`src/rtl/dm_dump_pkg.sv`:
```
// dm_dump_pkg: shared FSM encoding and UART framing constants for the data-memory dump engine.
package dm_dump_pkg;
  localparam int FRAME_BITS = 10;
  localparam int BIT_IDX_W = $clog2(FRAME_BITS);
  typedef enum logic [2:0] {
    IDLE,
    FETCH,
    LOAD_HI,
    SEND_HI,
    LOAD_LO,
    SEND_LO,
    NEXT,
    FINISH
  } state_t;
endpackage

```
`src/rtl/dm_uart_dump_uart_tx.sv`:
```
// uart_tx: 8N1 transmitter, LSB first, idle high, done pulse in the last stop-bit cycle.
module uart_tx
  import dm_dump_pkg::*;
#(
  parameter int CLKS_PER_BIT = 5208
) (
  input  logic       i_clock,
  input  logic       i_reset,
  input  logic       i_start,
  input  logic [7:0] i_byte,
  output logic       o_tx,
  output logic       o_done
);
  localparam int CW = $clog2(CLKS_PER_BIT);
  localparam logic [CW-1:0] LAST_CLK = CW'(CLKS_PER_BIT - 1);
  localparam logic [BIT_IDX_W-1:0] LAST_BIT = BIT_IDX_W'(FRAME_BITS - 1);
  localparam logic [BIT_IDX_W-1:0] LAST_DATA = BIT_IDX_W'(FRAME_BITS - 2);
  logic                 busy;
  logic [CW-1:0]        clk_cnt;
  logic [BIT_IDX_W-1:0] bit_idx;
  logic [7:0]           shift;
  logic                 bit_end;
  assign bit_end = busy && clk_cnt == LAST_CLK;
  assign o_done  = bit_end && bit_idx == LAST_BIT;
  // bit_idx 0 is the start bit, 1..8 the data bits, 9 the stop bit
  always_ff @(posedge i_clock) begin
    if (i_reset) begin
      busy    <= 1'b0;
      clk_cnt <= '0;
      bit_idx <= '0;
      shift   <= '0;
      o_tx    <= 1'b1;
    end else if (!busy) begin
      if (i_start) begin
        busy    <= 1'b1;
        clk_cnt <= '0;
        bit_idx <= '0;
        shift   <= i_byte;
        o_tx    <= 1'b0;
      end
    end else if (!bit_end) begin
      clk_cnt <= clk_cnt + 1'b1;
    end else if (o_done) begin
      busy    <= 1'b0;
      clk_cnt <= '0;
      bit_idx <= '0;
    end else begin
      clk_cnt <= '0;
      bit_idx <= bit_idx + 1'b1;
      o_tx    <= (bit_idx == LAST_DATA) ? 1'b1 : shift[0];
      shift   <= shift >> 1;
    end
  end
endmodule

```
`src/rtl/dm_uart_dump.sv`:
```
// dm_uart_dump: after a start pulse, reads data-memory words 0..DUMP_WORDS-1 and sends each high byte first over UART.
module dm_uart_dump
  import dm_dump_pkg::*;
#(
  parameter int DATA_LENGTH  = 16,
  parameter int ADDR_LENGTH  = 11,
  parameter int DUMP_WORDS   = 512,
  parameter int CLKS_PER_BIT = 5208
) (
  input  logic                   i_clock,
  input  logic                   i_reset,
  input  logic                   i_start,
  output logic [ADDR_LENGTH-1:0] o_Addr,
  output logic                   o_Rd,
  input  logic [DATA_LENGTH-1:0] i_Data,
  output logic                   o_tx,
  output logic                   o_busy,
  output logic                   o_done
);
  localparam logic [ADDR_LENGTH-1:0] LAST_ADDR = ADDR_LENGTH'(DUMP_WORDS - 1);
  state_t                 state, next;
  logic [ADDR_LENGTH-1:0] addr;
  logic [DATA_LENGTH-1:0] word;
  logic                   tx_start, tx_done;
  logic [7:0]             tx_byte;
  always_ff @(posedge i_clock) begin
    if (i_reset) state <= IDLE;
    else state <= next;
  end
  always_comb begin
    next = state;
    case (state)
      IDLE:    next = i_start ? FETCH : IDLE;
      FETCH:   next = LOAD_HI;
      LOAD_HI: next = SEND_HI;
      SEND_HI: next = tx_done ? LOAD_LO : SEND_HI;
      LOAD_LO: next = SEND_LO;
      SEND_LO: next = tx_done ? NEXT : SEND_LO;
      NEXT:    next = (addr == LAST_ADDR) ? FINISH : FETCH;
      FINISH:  next = IDLE;
    endcase
  end
  always_comb begin
    o_Rd     = state == FETCH;
    o_busy   = state != IDLE && state != FINISH;
    o_done   = state == FINISH;
    tx_start = state == LOAD_HI || state == LOAD_LO;
    tx_byte  = (state == LOAD_HI) ? word[15:8] : word[7:0];
  end
  // the counter stops at the last address, so it never wraps even when DUMP_WORDS fills the address space
  always_ff @(posedge i_clock) begin
    if (i_reset) begin
      addr <= '0;
      word <= '0;
    end else begin
      if (state == IDLE && i_start) addr <= '0;
      if (state == NEXT && addr != LAST_ADDR) addr <= addr + 1'b1;
      if (state == FETCH) word <= i_Data;
    end
  end
  assign o_Addr = addr;
  uart_tx #(
    .CLKS_PER_BIT(CLKS_PER_BIT)
  ) u_tx (
    .i_clock(i_clock),
    .i_reset(i_reset),
    .i_start(tx_start),
    .i_byte (tx_byte),
    .o_tx   (o_tx),
    .o_done (tx_done)
  );
endmodule
```
`config.mk`:
```
export PLATFORM = sky130hd
export DESIGN_NAME = dm_uart_dump
export DESIGN_NICKNAME = d
export VERILOG_FILES = /design/src/rtl/dm_dump_pkg.sv /design/src/rtl/dm_uart_dump_uart_tx.sv /design/src/rtl/dm_uart_dump.sv
export SDC_FILE = /design/constraint.sdc
export NUM_CORES = 1
export LEC_CHECK = 0
export ABC_AREA = 1
export BUFFER_PORTS_ARGS = -buffer_cell sky130_fd_sc_hd__buf_4
export CELL_PAD_IN_SITES_DETAIL_PLACEMENT = 0
export CELL_PAD_IN_SITES_GLOBAL_PLACEMENT = 1
export CORE_ASPECT_RATIO = 0.6
export CORE_UTILIZATION = 31
export CTS_BUF_LIST = sky130_fd_sc_hd__clkbuf_8
export DETAILED_ROUTE_END_ITERATION = 8
export PLACE_DENSITY_LB_ADDON = 0.1
export SLEW_MARGIN = 20
export SYNTH_ARGS = -nofsm -noshare
export SYNTH_HDL_FRONTEND = slang
export SYNTH_SLANG_ARGS = --single-unit
export TNS_END_PERCENT = 50
```
`constraint.sdc`:
```
create_clock -name i_clock -period 3.3 [get_ports i_clock]
set_clock_uncertainty 0.1 [all_clocks]
set_input_delay 0.495 -clock i_clock [delete_from_list [all_inputs] [get_ports i_clock]]
set_output_delay 0.495 -clock i_clock [all_outputs]
set_load 0.1 [all_outputs]
```
==> reports/qor.yml <==
routing:
  antenna_left: 0
  wl_per_cell_um: 12.58
  dr.pass1.iters: 4
  vias_per_cell: 4.600
  vias: 2820
  drc: 0
  wirelength_mm: 7.710
  drt_iter0_drc: 168
critical_path:
  reg2regPathDepth: 8
  critical_path_class: "reg2out"
  crit_required_ns: 2.70
  ff2ff_setup_slack_ns: 1.44
  cpMaxStageDelayCell: "dfxtp_1"
  crit_family: "buffers and inverters"
  regToRegStartpoint: "u_tx.busy$_SDFF_PP0_"
  cp_cell_sequence: "inv_2, nand2_1, nor2_2, buf_4"
  timing.rr.end: "u_tx.shift[7]$_SDFFE_PP0P_"
  worstPathArrival_ns: 1.67
  cp.depth: 4
  cp_num_buf_inv: 2
  crit_fanout: 10
  max_stage_delay_ns: 0.39
  cp-start-kind: "register"
  end_kind: "primary output"
logic_synthesis:
  yosys-top-cells-count: "96 x nand2_1, 63 x nor2_1, 57 x dfxtp_1"
  syn_area_per_cell_sq_um: 6.636
  ys_warn_count: 0
  syn_area_sq_um: 2973
  synth.top_cells.by_area: "dfxtp_1 38%, nand2_1 12%, nor2_1 8.0%"
  netlist_instances: 448
  synthArstFlopShare_pct: 0
  yosysUniqueCellTypes: 35
  seq_area_frac_synth_pct: 38.38
  syn-num-nets: 472
  synth-edff-count: 0
  synth_most_common_cell: "nand2_1"
  synth_top_area_share_pct: 38.38
  ys.flop_type: "dfxtp_1"
  synth_area_leader_cell: "dfxtp_1"
  ys_ff_latch: 57
pwr:
  powerDensity_nw_per_um2: 515.8
  total_power_mw: 1.832
  p_leak_nw: 1.364
  ir_drop_v: 0.0001744
die:
  num_rows: 27
  die-area_sq_um: 9999
  core_sq_um: 9256
  initial_core_util_pct: 32.12
  ios: 34
  fp.dieH_um: 77.86
  die_x_um: 128.4
timing:
  post-route-min-period_ns: 2.262
  slew_violations: 0
  setup_violations: 0
  fin_crit_sh_pct: 68.55
  max_freq_ghz: 0.4421
  rsz0062_at_grt: "false"
  maxSlewHeadroom_pct: 45.77
  timing.setup.tns_ns: 0
  worstMarginPinSlew_ns: 0.8126
  hold_violations: 0
global_routing:
  grt_antenna_before_repair: 0
  grt_use_met1_pct: 26.07
  grt_usage_pct: 17.14
  gr-usage-met2_pct: 21.84
  grt_overflow: 0
  grt_pass1_wl_mm: 13.19
  grt_start_max_net_pins: 31
  grt_util_met3_pct: 5.517
  first_global_vias: 2630
  busiest_layer: "met1"
job:
  maxCapViolCount: 0
clock_tree:
  root_buffer: "clkbuf_8"
  clkSinkCount: 57
  numCtsBuffers: 9
  cts_buffer_depth: 2
  cts_resized: 0
  hold_buffers: 0
  cts_tree: "done"
  clkTransAtPathRegs_ns: 0.07
  insertion_delay_ns: 0.35
  cts_htree_levels: 3
  cts_setup_buffers: 0
hold_path:
  min_path_cells: 3
  hold_path_end: "word[1]$_SDFFE_PP0P_"
  hp-start: "i_Data[1]"
  hp-class: "in2reg"
outcome:
  status: "complete, no violations"
final_layout:
  nets: 502
  insertedDiodeCount: 0
  drive_gt1_share_pct: 14.49
  nFillCells: 1051
  areaGrowthSynthToFinish_pct: 19.44
place:
  portBuffers: 33
  dp_hpwl_mm: 5.397
  place_congestion: 0.7870
-- per-layer routing --
layer  routed length [um]  up-vias  share of wire, %
met3                  227        4               2.9
met1                 4585     1255                59
met4                   66        0              0.86
li1                     -     1526                 -
met2                 2831       35                37
met5                    0        -                 0
-- area by class of cell --
class                           count  area [sq um]  area share (%)
Tap cell                          130         162.7           4.581
Sequential cell                    57          1141           32.14
Clock buffer                       11         151.4           4.264
Inverter                           46         175.2           4.933
Timing Repair Buffer               34         255.2           7.188
Clock inverter                      5         78.83           2.220
Multi-Input combinational cell    330          1587           44.68
-- where the power goes --
part | internal, mW | switching, mW
Clock | 0.463 | 0.298
Combinational | 0.0854 | 0.217
Sequential | 0.738 | 0.0307
-- how the worst max path moves through the flow --
stage                        startpoint               endpoint
floorplan           state[1]$_SDFF_PP0_                 o_busy
global placement                i_reset  word[10]$_SDFFE_PP0P_
detailed placement              i_reset  word[10]$_SDFFE_PP0P_
CTS                 state[1]$_SDFF_PP0_                   o_Rd
global route        state[1]$_SDFF_PP0_                   o_Rd
finish              state[1]$_SDFF_PP0_                   o_Rd
-- layout by cell type, fill, tap and decap left out, drive strengths merged --
master and n:
a31oi 1, nand3 47, buf 34, clkbuf 11, a31o 1, clkinvlp 2
ha 5, o22ai 1, clkinv 1, o21ai 41, xnor2 1, nor2 68
dfxtp 57, nand3b 1, o21a 1, nor3 7, a21boi 1, a21oi 41
or2 1, xor2 2, bufinv 2, inv 46, nand4 9, o21bai 1
nand2 101
-- sequential cells by signal (all words and copies together), names as in the netlist --
name          count
o_Addr           11
state             3
u_tx.bit_idx      4
u_tx.busy         1
u_tx.clk_cnt     13
u_tx.o_tx         1
u_tx.shift        8
word             16
-- cell families after synthesis --
logic type               synth area share [%]
AND/OR/NAND/NOR                         34.89
AO/OA/AOI/OAI                           15.40
XOR/XNOR                               0.8840
flip-flops                              38.38
adder cells (fa/ha/maj)                 2.104
buffers and inverters                   8.333
-- through the flow --
step	util, %	hold WS [ns]	instance area (sq um)	worst slack, ns	instances
floorplan	-	0.3246	2975	0.6176	448
CTS	38.36	0.2400	3551	1.027	613
global route	38.36	0.2597	3551	0.9115	613
finish	38.36	0.2670	3551	1.038	613
detailed placement	35.87	0.3419	3321	1.371	597
global placement	35.87	0.3345	3321	1.408	597
-- worst register-to-register path, stage by stage (launching register included) --
cell and delay, ns:
dfxtp_1 0.58, clkinv_1 0.33, nand2_1 0.23, nand2_4 0.12, nand2_4 0.13, inv_4 0.08, nand2_1 0.07, nand2_1 0.05
nor2_1 0.10
Power figures use the tool's default switching activity.
